File: src/rtl/sonar_scan_sequencer.sv
// Sonar sweep controller: steps the servo index back and forth, settles, fires the
// ultrasonic trigger, times the echo and emits one (angle, distance) sample per point.
module sonar_scan_sequencer #(
  parameter int ANGLE_MAX     = 100,
  parameter int SETTLE_CYCLES = 1000000,
  parameter int TRIG_CYCLES   = 500,
  parameter int ECHO_TIMEOUT  = 1500000,
  parameter int DIST_W        = 16,
  parameter int DIST_SHIFT    = 8
) (
  input  logic              clock,
  input  logic              reset,
  input  logic              enable,
  input  logic              echo,
  output logic [9:0]        servo_pos,
  output logic              trig,
  output logic              busy,
  output logic              sample_valid,
  output logic [9:0]        sample_angle,
  output logic [DIST_W-1:0] sample_dist,
  output logic              sample_timeout
);

  localparam int PH_MAX  = (SETTLE_CYCLES > TRIG_CYCLES) ? SETTLE_CYCLES : TRIG_CYCLES;
  localparam int PH_W    = $clog2(PH_MAX + 1);
  localparam int TMO_W   = $clog2(ECHO_TIMEOUT + 1);
  localparam int WID_MIN = DIST_W + DIST_SHIFT;
  // One spare bit above the distance field so the overflow slice is never empty.
  localparam int WID_W   = ((TMO_W > WID_MIN) ? TMO_W : WID_MIN) + 1;

  localparam logic [PH_W-1:0]  SETTLE_LAST = PH_W'(SETTLE_CYCLES - 1);
  localparam logic [PH_W-1:0]  TRIG_LAST   = PH_W'(TRIG_CYCLES - 1);
  localparam logic [TMO_W-1:0] TMO_LAST    = TMO_W'(ECHO_TIMEOUT - 1);
  localparam logic [9:0]       POS_MAX     = 10'(ANGLE_MAX);

  typedef enum logic [2:0] {
    S_IDLE, S_MOVE, S_TRIG, S_WAIT_ECHO, S_MEASURE, S_REPORT, S_STEP
  } state_e;

  state_e              state_q;
  logic [PH_W-1:0]     phase_q;
  logic [TMO_W-1:0]    tmo_q;
  logic [WID_W-1:0]    width_q;
  logic                timed_out_q;
  logic                dir_down_q;
  logic [9:0]          servo_pos_q;
  logic                trig_q;
  logic                busy_q;
  logic                sample_valid_q;
  logic [9:0]          sample_angle_q;
  logic [DIST_W-1:0]   sample_dist_q;
  logic                sample_timeout_q;
  logic                echo_meta_q;
  logic                echo_s_q;
  logic                echo_prev_q;

  logic [9:0]          pos_d;
  logic                dir_down_d;
  logic [WID_W-1:0]    width_shifted;
  logic                dist_ovf;

  // Next sweep position; endpoints are visited once per turn.
  always_comb begin
    // NOTE: every always_comb output gets a default first so no latch is inferred.
    pos_d      = servo_pos_q;
    dir_down_d = dir_down_q;
    if (!dir_down_q) begin
      if (servo_pos_q == POS_MAX) begin
        dir_down_d = 1'b1;
        pos_d      = servo_pos_q - 10'd1;
      end else begin
        pos_d      = servo_pos_q + 10'd1;
      end
    end else begin
      if (servo_pos_q == 10'd0) begin
        dir_down_d = 1'b0;
        pos_d      = servo_pos_q + 10'd1;
      end else begin
        pos_d      = servo_pos_q - 10'd1;
      end
    end
  end

  assign width_shifted = width_q >> DIST_SHIFT;
  assign dist_ovf      = |width_shifted[WID_W-1:DIST_W];

  // NOTE: sequential state uses non-blocking assignments only, so every flop samples pre-edge values.
  always_ff @(posedge clock) begin
    if (reset) begin
      state_q          <= S_IDLE;
      phase_q          <= '0;
      tmo_q            <= '0;
      width_q          <= '0;
      timed_out_q      <= 1'b0;
      dir_down_q       <= 1'b0;
      servo_pos_q      <= '0;
      trig_q           <= 1'b0;
      busy_q           <= 1'b0;
      sample_valid_q   <= 1'b0;
      sample_angle_q   <= '0;
      sample_dist_q    <= '0;
      sample_timeout_q <= 1'b0;
      echo_meta_q      <= 1'b0;
      echo_s_q         <= 1'b0;
      echo_prev_q      <= 1'b0;
    end else begin
      echo_meta_q    <= echo;
      echo_s_q       <= echo_meta_q;
      echo_prev_q    <= echo_s_q;
      sample_valid_q <= 1'b0;

      case (state_q)
        S_IDLE: begin
          if (enable) begin
            state_q <= S_MOVE;
            phase_q <= '0;
            busy_q  <= 1'b1;
          end
        end
        S_MOVE: begin
          if (phase_q == SETTLE_LAST) begin
            state_q <= S_TRIG;
            phase_q <= '0;
            trig_q  <= 1'b1;
          end else begin
            phase_q <= phase_q + PH_W'(1);
          end
        end
        S_TRIG: begin
          if (phase_q == TRIG_LAST) begin
            state_q <= S_WAIT_ECHO;
            trig_q  <= 1'b0;
            tmo_q   <= '0;
          end else begin
            phase_q <= phase_q + PH_W'(1);
          end
        end
        S_WAIT_ECHO: begin
          if (tmo_q == TMO_LAST) begin
            state_q     <= S_REPORT;
            timed_out_q <= 1'b1;
          end else begin
            tmo_q <= tmo_q + TMO_W'(1);
            // Only a fresh rising edge counts; a level already high on entry is ignored.
            if (echo_s_q && !echo_prev_q) begin
              state_q <= S_MEASURE;
              width_q <= WID_W'(1);
            end
          end
        end
        S_MEASURE: begin
          if (tmo_q == TMO_LAST) begin
            state_q     <= S_REPORT;
            timed_out_q <= 1'b1;
          end else begin
            tmo_q <= tmo_q + TMO_W'(1);
            if (echo_s_q) begin
              if (width_q != '1) width_q <= width_q + WID_W'(1);
            end else begin
              state_q     <= S_REPORT;
              timed_out_q <= 1'b0;
            end
          end
        end
        S_REPORT: begin
          state_q          <= S_STEP;
          sample_valid_q   <= 1'b1;
          sample_angle_q   <= servo_pos_q;
          sample_timeout_q <= timed_out_q;
          sample_dist_q    <= (timed_out_q || dist_ovf) ? '1 : width_shifted[DIST_W-1:0];
        end
        S_STEP: begin
          servo_pos_q <= pos_d;
          dir_down_q  <= dir_down_d;
          phase_q     <= '0;
          busy_q      <= enable;
          state_q     <= enable ? S_MOVE : S_IDLE;
        end
        default: begin
          state_q <= S_IDLE;
          trig_q  <= 1'b0;
          busy_q  <= 1'b0;
        end
      endcase
    end
  end

  assign servo_pos      = servo_pos_q;
  assign trig           = trig_q;
  assign busy           = busy_q;
  assign sample_valid   = sample_valid_q;
  assign sample_angle   = sample_angle_q;
  assign sample_dist    = sample_dist_q;
  assign sample_timeout = sample_timeout_q;

endmodule
File: config.mk
export PLATFORM = sky130hd
export DESIGN_NAME = sonar_scan_sequencer
export DESIGN_NICKNAME = d
export VERILOG_FILES = /design/src/rtl/sonar_scan_sequencer.sv
export SDC_FILE = /design/constraint.sdc
export NUM_CORES = 1
export LEC_CHECK = 0
export ABC_AREA = 1
export CAP_MARGIN = 30
export CORE_UTILIZATION = 25
export DETAILED_ROUTE_END_ITERATION = 6
export PLACE_DENSITY_LB_ADDON = 0.12
export SETUP_SLACK_MARGIN = 0.4
export SLEW_MARGIN = 10
export SYNTH_ARGS = -nofsm -noshare
export SYNTH_HDL_FRONTEND = slang
export SYNTH_SLANG_ARGS = --single-unit
File: constraint.sdc
create_clock -name clock -period 3.3 [get_ports clock]
set_input_delay 0.66 -clock clock [delete_from_list [all_inputs] [get_ports clock]]
set_output_delay 0.66 -clock clock [all_outputs]
set_load 0.1 [all_outputs]
# Word-level counts from Yosys, hierarchy flattened

Index checks and enable logic that the tools add are counted.

Register bits: 114
Input bits: 4

Add/subtract/negate cells: 5
Equal/unequal tests: 24
Muxes and demuxes: 39
Bitwise gates (word level): 2
Reductions and logical operators: 18

Operator list:

| kind                  | count |
|---|---|
| $mux 25               | 5 |
| $pmux 20 s4           | 1 |
| $mux 20               | 3 |
| $pmux 25 s2           | 1 |
| $mux 21               | 2 |
| $pmux 21 s2           | 1 |
| $mux 10               | 3 |
| $add 25x1->25 const B | 1 |
| $ne 25x25->1 const B  | 1 |
| $ne 2x2->1 const B    | 11 |
| $add 21x1->21 const B | 1 |
| $eq 21x21->1 const B  | 1 |
| $mux 3                | 7 |
| $pmux 3 s7            | 1 |
| $add 20x1->20 const B | 1 |
| $eq 20x20->1 const B  | 1 |
| $eq 20x9->1 const B   | 1 |
| $mux 16               | 1 |
| $reduce_and 3->1      | 4 |
| $mux 1                | 11 |
| $add 10x1->10 const B | 1 |
| $eq 10x7->1 const B   | 1 |
| $logic_not 10->1      | 1 |
| $reduce_or 5->1       | 2 |
| other kinds (18)      | 25 |

# Logic depth before layout (Yosys ltp)

Gate-level depths: netlist (run 1).

Depth in word-level cells: 5
Depth in mapped cells: 12

# Least setup slack after synthesis (run 1)

OpenSTA, ideal clock, no wires.

Kind: flip-flop to flip-flop
Start point: reg servo_pos_q[0], in the netlist servo_pos[0]
End point: reg servo_pos_q[5], in the netlist servo_pos[5]
Setup time: 0.115 ns
Data arrival time: 2.165 ns
Path slack: 1.020 ns
Stages on the path, launching flop included: 11
Buffers on the path: 0
Clock period less this slack: 2.280 ns
Cell sequence: dfxtp_1 > inv_1 > ha_1 > nand2_1 > nor2_1 > nand2_1 > nand2_1 > nand2_1 > o21ai_0 > o21ai_0 > inv_1

Cells in the longest elaborated chain, start to end: 3
Elaborated cells between the ends (all ways): 7
Those cells by class: add/sub: 2; eq/ne: 1; mux: 3; reduce/logical: 1

RTL lines:

| what                                        | line   | text |
|---|---|---|
| start: declaration                          | 46     | `logic [9:0] servo_pos_q;` |
| start signal: assignment                    | 173    | `servo_pos_q <= pos_d;` |
| $add 10x1->10, or another cell as far along | 72, 77 |  |
| $mux 10, on equally long branches           | 68, 75 |  |
| $mux 10 *                                   | 67     | `if (!dir_down_q) begin` |

Every way passes the cells marked *; elsewhere a longest branch is shown, timed or not.
A chain may end at the register's enable or synchronous reset.

# Worst setup path after layout (run 1)

Start point: reg width_q[0]
End point: reg width_q[1]

Cells in the longest elaborated chain, start to end: 5
Elaborated cells between the ends (all ways): 8
Those cells by class: add/sub: 1; eq/ne: 2; mux: 4; reduce/logical: 1

RTL lines:

| what                     | line | text |
|---|---|---|
| start: declaration       | 43   | `logic [WID_W-1:0] width_q;` |
| start signal: assignment | 158  | `if (width_q != '1) width_q <= width_q + WID_W'(1);` |
| $add 25x1->25            | 158  |  |
| $mux 25                  | 158  |  |
| $mux 25                  | 157  | `if (echo_s_q) begin` |
| $mux 25                  | 152  | `if (tmo_q == TMO_LAST) begin` |
| $pmux 25 s2              | 112  | `case (state_q)` |

Parallel ways exist; a longest one is shown, timed or not. The select of a mux whose other input is x is not followed.

==> results of run 1 <==
## kinds of logic after synthesis
group / after synthesis
buffers and inverters: 145
AND/OR/NAND/NOR: 654
flip-flops: 114
adder cells (fa/ha/maj): 5
XOR/XNOR: 32
AO/OA/AOI/OAI: 154
## final cells by class
type | count | area [um^2] | area share [%]
clock buffers | 23 | 478 | 5.84
multi-input cells | 845 | 4050 | 49.5
clock inverters | 8 | 128 | 1.56
well taps | 372 | 465 | 5.69
flip-flops and latches | 114 | 2280 | 27.9
inverters | 102 | 384 | 4.69
repair buffers | 51 | 395 | 4.83
## power by group through the flow
stage | clock, uW | sequential [uW] | combinational [uW]
2_1_floorplan | 0 | 1680 | 940
3_3_place_gp | 0 | 1560 | 1330
3_5_place_dp | 0 | 1560 | 1330
4_1_cts | 1980 | 1530 | 1330
5_1_grt | 2040 | 1540 | 1460
6_report | 1910 | 1530 | 1310
## sequential cells by signal, summed over array words and instances, names as in the netlist
register        cells
width_q            25
echo_meta_q         1
dir_down_q          1
tmo_q              21
sample_angle       10
echo_s_q            1
timed_out_q         1
servo_pos          10
busy                1
state_q             3
phase_q            20
trig                1
sample_valid        1
echo_prev_q         1
sample_dist        16
sample_timeout      1
## metal layers
metal / track usage (%) / wire (um) / vias up
li1: - / - / 3626
met1: 20.3 / 10400 / 3050
met2: 24.6 / 9230 / 84
met3: 2.34 / 495 / 24
met4: 4.66 / 267 / 0
met5: 0 / 0 / -
## metrics by stage
step | utilization, % | total power (uW)
global placement | 27.9 | 2890
finish | 30.2 | 4750
detailed placement | 28.0 | 2890
floorplan | - | 2620
CTS | 30.2 | 4840
global route | 30.2 | 5040
## cell usage in the layout, fill, tap and decap left out, types with 4 or more instances in the layout
cell         n
buf_4       48
nor3_1      14
o21bai_1    23
dfxtp_1    114
o211ai_1     5
clkbuf_16   17
inv_2        4
o21ai_0     20
nand4_1     21
nor2_2       6
xnor2_1      5
nand3_1    110
o21ai_1      4
nor2_1     164
ha_1         5
xor2_1      27
a21oi_1     94
nand2_4      4
inv_1       97
nand2_1    315
## worst reg2reg max path: stages, from the launching register on
cell	delay, ns
dfxtp_1	0.46
ha_1	0.28
nand2_1	0.10
nor2_2	0.15
nand2_2	0.14
nor2_2	0.15
nand2_1	0.08
nand2_2	0.08
nand2_4	0.20
nand3_4	0.38
nand2_1	0.09
nand2_1	0.07
nor2_1	0.04
## worst paths after layout
check / startpoint / to / slack, ns / cells past startpoint
worst min-delay path: echo_meta_q$_SDFF_PP0_ / echo_s_q$_SDFF_PP0_ / 0.40 / 2
worst max register to register: width_q[0]$_SDFFE_PP0P_ / width_q[1]$_SDFFE_PP0P_ / 0.93 / 12
worst min register to register: echo_meta_q$_SDFF_PP0_ / echo_s_q$_SDFF_PP0_ / 0.40 / 2
worst max-delay path: width_q[0]$_SDFFE_PP0P_ / width_q[1]$_SDFFE_PP0P_ / 0.93 / 12
==> results.json, run 1 <==
{
  "antenna_left": 0,
  "dp.cells": 1484,
  "path_cells": "ha_1 > nand2_1 > nor2_2 > nand2_2 > nor2_2 > nand2_1 > nand2_2 > nand2_4 > nand3_4 > nand2_1 > nand2_1 > nor2_1",
  "yosysMostFrequentCell": "nand2_1",
  "cp.arrival_ns": 2.64,
  "antenna_found_initial": 0,
  "drv_slew": 0,
  "cts_tree": "yes",
  "startpoint_type": "flip-flop",
  "cp-end-kind": "flip-flop",
  "first_iter_violations": 395,
  "synthTopCellsByCount": "nand2_1, nor2_1, dfxtp_1, nand3_1, inv_1",
  "p_int_uw": 3000,
  "cts-buffers-inserted": 17,
  "timing.fmax_mhz": 422,
  "hold_path.class": "reg -> reg",
  "clock-sinks": 114,
  "fill_cells": 3043,
  "synth_edf_count": 0,
  "synthTopCellsByArea": "dfxtp_1, nand2_1, nor2_1",
  "finalSetupTns_ns": 0,
  "synth-seq-cells": 114,
  "first_pass_iters": 5,
  "clk_pin_slew_ns": 0.05,
  "switching_share_pct": 36.9,
  "synth_top_area_cell": "dfxtp_1",
  "timing.max_cap.violations": 0,
  "worstPathMaxFanout": 26,
  "static-leakage-power_uw": 0.00311,
  "fin_ws_ns": 0.929,
  "share_seq_of_total_power_pct": 32.2,
  "vias_per_cell": 4.48,
  "clk_latency_ns": 0.42,
  "critPathKind": "reg -> reg",
  "p_sw_uw": 1750,
  "synth_compound_gate_area_share_pct": 12.4,
  "dp_hpwl_um": 14500,
  "drc": 0,
  "grt_max_degree": 60,
  "postCtsSetupBuffers": 0,
  "power_density_nw_per_um2": 581,
  "port_buffers": 43,
  "gp_congestion": 0.862,
  "final_nets": 1140,
  "grt_overflow_total": 0,
  "finalSetupViolations": 0,
  "cts.path.max_buffers": 2,
  "worst_pin_slew_ns": 0.899,
  "dieWidth_um": 169,
  "post_cts_resized": 0,
  "grt_pass1_vias": 6619,
  "start_util_pct": 25.6,
  "dieArea_um2": 28500,
  "cp_slowest_cell": "dfxtp_1",
  "drive_gt1_share_pct": 9.45,
  "timing.slew.headroom_pct": 40.0,
  "hold_violations": 0,
  "critPathBufInv": 0,
  "wirelength_um": 20400,
  "synthesis.area_um2": 6950,
  "design_area_um2": 8180,
  "area_growth_pct": 17.8,
  "avgSynthCellArea_um2": 6.29,
  "synth_top_area_share_pct": 32.8,
  "grt.total_usage_pct": 15.1,
  "root_buffer": "clkbuf_16",
  "pre_cts_slack_ns": 0.709,
  "synth_ff_type": "dfxtp_1",
  "slowest_delay_ns": 0.46,
  "postSynthCellCount": 1104,
  "grt_pass1_wl_um": 34400,
  "holdWs_ns": 0.403,
  "diodes": 0,
  "synth_nets": 1113,
  "htreeDepth": 4,
  "pwr-share-comb_pct": 27.5,
  "worstPathRequired_ns": 3.57,
  "cp_common_cell": "nand2_1",
  "muxShareOfSynthArea_pct": 0,
  "synth_xor_area_share_pct": 4.03,
  "fin_crit_sh_pct": 71.9,
  "die_h_um": 169,
  "fin_crit_ns": 2.37,
  "num_rows": 60,
  "core_area_um2": 27100,
  "ir_drop_mv": 0.320,
  "status": "finished, final reports clean",
  "stdcell_count": 1515,
  "io_pins": 44,
  "yosys.area_share.simple_pct": 40.9,
  "yosysWarnings": 0,
  "synth_top_family_by_area": "simple AND/OR/NAND/NOR gates",
  "yosysSeqAreaShare_pct": 32.8,
  "skew_ns": 0.0145,
  "async_flop_share_pct": 0,
  "place_area_um2": 7580,
  "num_vias": 6784,
  "routedWlPerCell_um": 13.5,
  "pwr-share-clk_pct": 40.3,
  "rsz0062_at_grt": "no",
  "synthAdderAreaFrac_pct": 0.900,
  "netlist-cell-type-count": 42,
  "ctsHoldBuffers": 0,
  "cpLargestDelayFamily": "simple AND/OR/NAND/NOR gates"
}
No activity file was read; power rests on OpenSTA's default activity.
==> run 2: changes to the inputs <==
==> constraint.sdc (replaced) <==
create_clock -name clock -period 2.4 [get_ports clock]
set_input_delay 0.48 -clock clock [delete_from_list [all_inputs] [get_ports clock]]
set_output_delay 0.48 -clock clock [all_outputs]
set_load 0.1 [all_outputs]
==> results.json, run 2 (same netlist as run 1, synthesis figures left out) <==
{
  "final_common_cell": "nand2_1",
  "clk_latency_ns": 0.42,
  "critPathKind": "reg -> reg",
  "routedWlPerCell_um": 14.0,
  "final_nets": 1179,
  "use_met1_pct": 21.3,
  "ir_drop_mv": 0.457,
  "hold_path.class": "reg -> reg",
  "reg2reg_from": "phase_q[1]$_SDFFE_PP0P_",
  "final_cell_mix": "nand2_1, nor2_1, nand3_1",
  "largest_register_ffs": 25,
  "finalSetupTns_ns": 0,
  "drc": 0,
  "r2r_slack_ns": 0.51,
  "cp-end-kind": "flip-flop",
  "p_total_uw": 6800,
  "skew_ns": 0.0114,
  "cts_tree": "yes",
  "dp_hpwl_um": 15000,
  "hold_violations": 0,
  "rr_worst_depth": 8,
  "die_h_um": 169,
  "htreeDepth": 4,
  "cts-buffers-inserted": 17,
  "grt_pass1_wl_um": 35900,
  "reg2reg_to": "phase_q[0]$_SDFFE_PP0P_",
  "worst_pin_slew_ns": 0.506,
  "timing.fmax_mhz": 530,
  "met3_usage_pct": 2.69,
  "start_util_pct": 25.6,
  "place_area_um2": 7820,
  "power_density_nw_per_um2": 787,
  "top_register": "width_q",
  "rsz0062_at_grt": "yes",
  "cts.path.max_buffers": 2,
  "vias_per_cell": 4.58,
  "grt.total_usage_pct": 15.8,
  "io_pins": 44,
  "worstPathRequired_ns": 2.70,
  "static-leakage-power_uw": 0.00331,
  "grt_pass1_vias": 6764,
  "ctsHoldBuffers": 0,
  "num_rows": 60,
  "fill_cells": 3020,
  "grt_busiest_layer": "met2",
  "root_buffer": "clkbuf_16",
  "reg_top3": "width_q (25), tmo_q (21), phase_q (20)",
  "wirelength_um": 21600,
  "port_buffers": 43,
  "num_vias": 7110,
  "grt_overflow_total": 0,
  "worstPathMaxFanout": 5,
  "drive_gt1_share_pct": 15.9,
  "endpoint": "phase_q[0]$_SDFFE_PP0P_",
  "use_met2_pct": 25.7,
  "first_pass_iters": 5,
  "antenna_left": 0,
  "area_growth_pct": 24.4,
  "design_area_um2": 8640,
  "antenna_found_initial": 0,
  "startpoint_type": "flip-flop",
  "core_area_um2": 27100,
  "status": "finished, final reports clean",
  "grt_max_degree": 66,
  "fin_crit_sh_pct": 78.6,
  "startpoint": "phase_q[1]$_SDFFE_PP0P_",
  "drv_slew": 0,
  "fin_crit_ns": 1.89,
  "clk_pin_slew_ns": 0.06,
  "diodes": 0,
  "dieWidth_um": 169,
  "finalSetupViolations": 0,
  "dieArea_um2": 28500,
  "clock-sinks": 114,
  "timing.max_cap.violations": 0,
  "first_iter_violations": 325,
  "timing.slew.headroom_pct": 66.2,
  "gp_congestion": 0.841,
  "cp.arrival_ns": 2.18
}
[run 2: cell types whose count changed in the layout (fill, tap and decap cells not counted), moves of 3 or more]
| cell | change |
|---|---|
| nand2_2 | +5 |
| nor2_1 | -5 |
| buf_4 | +30 |
| dfxtp_1 | -20 |
| nor2_4 | +3 |
| inv_1 | -3 |
| ha_1 | -3 |
| nand2_1 | -6 |
| nand3_4 | +3 |
| buf_8 | +3 |
| dfxtp_2 | +20 |
[run 2: metal layers]
metal  vias up  share of wire, %  wire, um
li1       3695                 -         -
met1      3316                50     10800
met2        79                46     10000
met3        20               2.4       523
met4         0               1.3       272
met5         -                 0         0
[run 2: power breakdown]
group / switching, uW / total (uW) / internal (uW)
sequential: 115 / 2110 / 1990
clock: 918 / 2500 / 1580
combinational: 1540 / 2200 / 659
[run 2: how the worst min path moves through the flow]
stage / startpoint / endpoint / slack (ns) / cells past startpoint
after floorplan: echo_meta_q$_SDFF_PP0_ / echo_s_q$_SDFF_PP0_ / 0.39 / 2
after global placement: echo_meta_q$_SDFF_PP0_ / echo_s_q$_SDFF_PP0_ / 0.40 / 2
after detailed placement: echo_meta_q$_SDFF_PP0_ / echo_s_q$_SDFF_PP0_ / 0.40 / 2
after CTS: echo_meta_q$_SDFF_PP0_ / echo_s_q$_SDFF_PP0_ / 0.41 / 2
after global routing: echo_meta_q$_SDFF_PP0_ / echo_s_q$_SDFF_PP0_ / 0.43 / 2
final: echo_meta_q$_SDFF_PP0_ / echo_s_q$_SDFF_PP0_ / 0.41 / 2
[run 2: final cells by class]
cell class	count	area [um^2]	share of cell area (%)
multi-input combinational	848	4210	48.7
clock buffer	22	474	5.49
clock inverter	6	82.6	0.956
inverter	102	392	4.53
tap	372	465	5.39
timing repair buffer	86	706	8.17
timing repair inverter	1	5.00	0.0579
sequential	114	2310	26.7
[run 2: stage by stage]
stage | setup slack [ns] | hold WS, ns | utilization [%] | std cells
floorplan | 0.404 | 0.388 | - | 1104
global placement | 0.0913 | 0.401 | 28.8 | 1512
detailed placement | 0.160 | 0.399 | 28.8 | 1513
CTS | 0.396 | 0.410 | 31.2 | 1544
global route | 0.388 | 0.430 | 31.9 | 1551
finish | 0.513 | 0.410 | 31.9 | 1551
[run 2: repair_timing]
item	in CTS	in global routing
gates resized for setup	9	43
endpoints found under the hold margin	0	0
setup buffers	0	6
setup endpoints to repair	34	69
pin swaps	3	12
cloned	3	1
[run 2: critical path: stages (launching register included)]
cell and delay (ns):
dfxtp_1 0.39, ha_4 0.17, nand3_1 0.11, nor3_1 0.24
nand3_1 0.18, nand2_1 0.15, nand2_1 0.14, o21ai_2 0.29
nor2_1 0.08
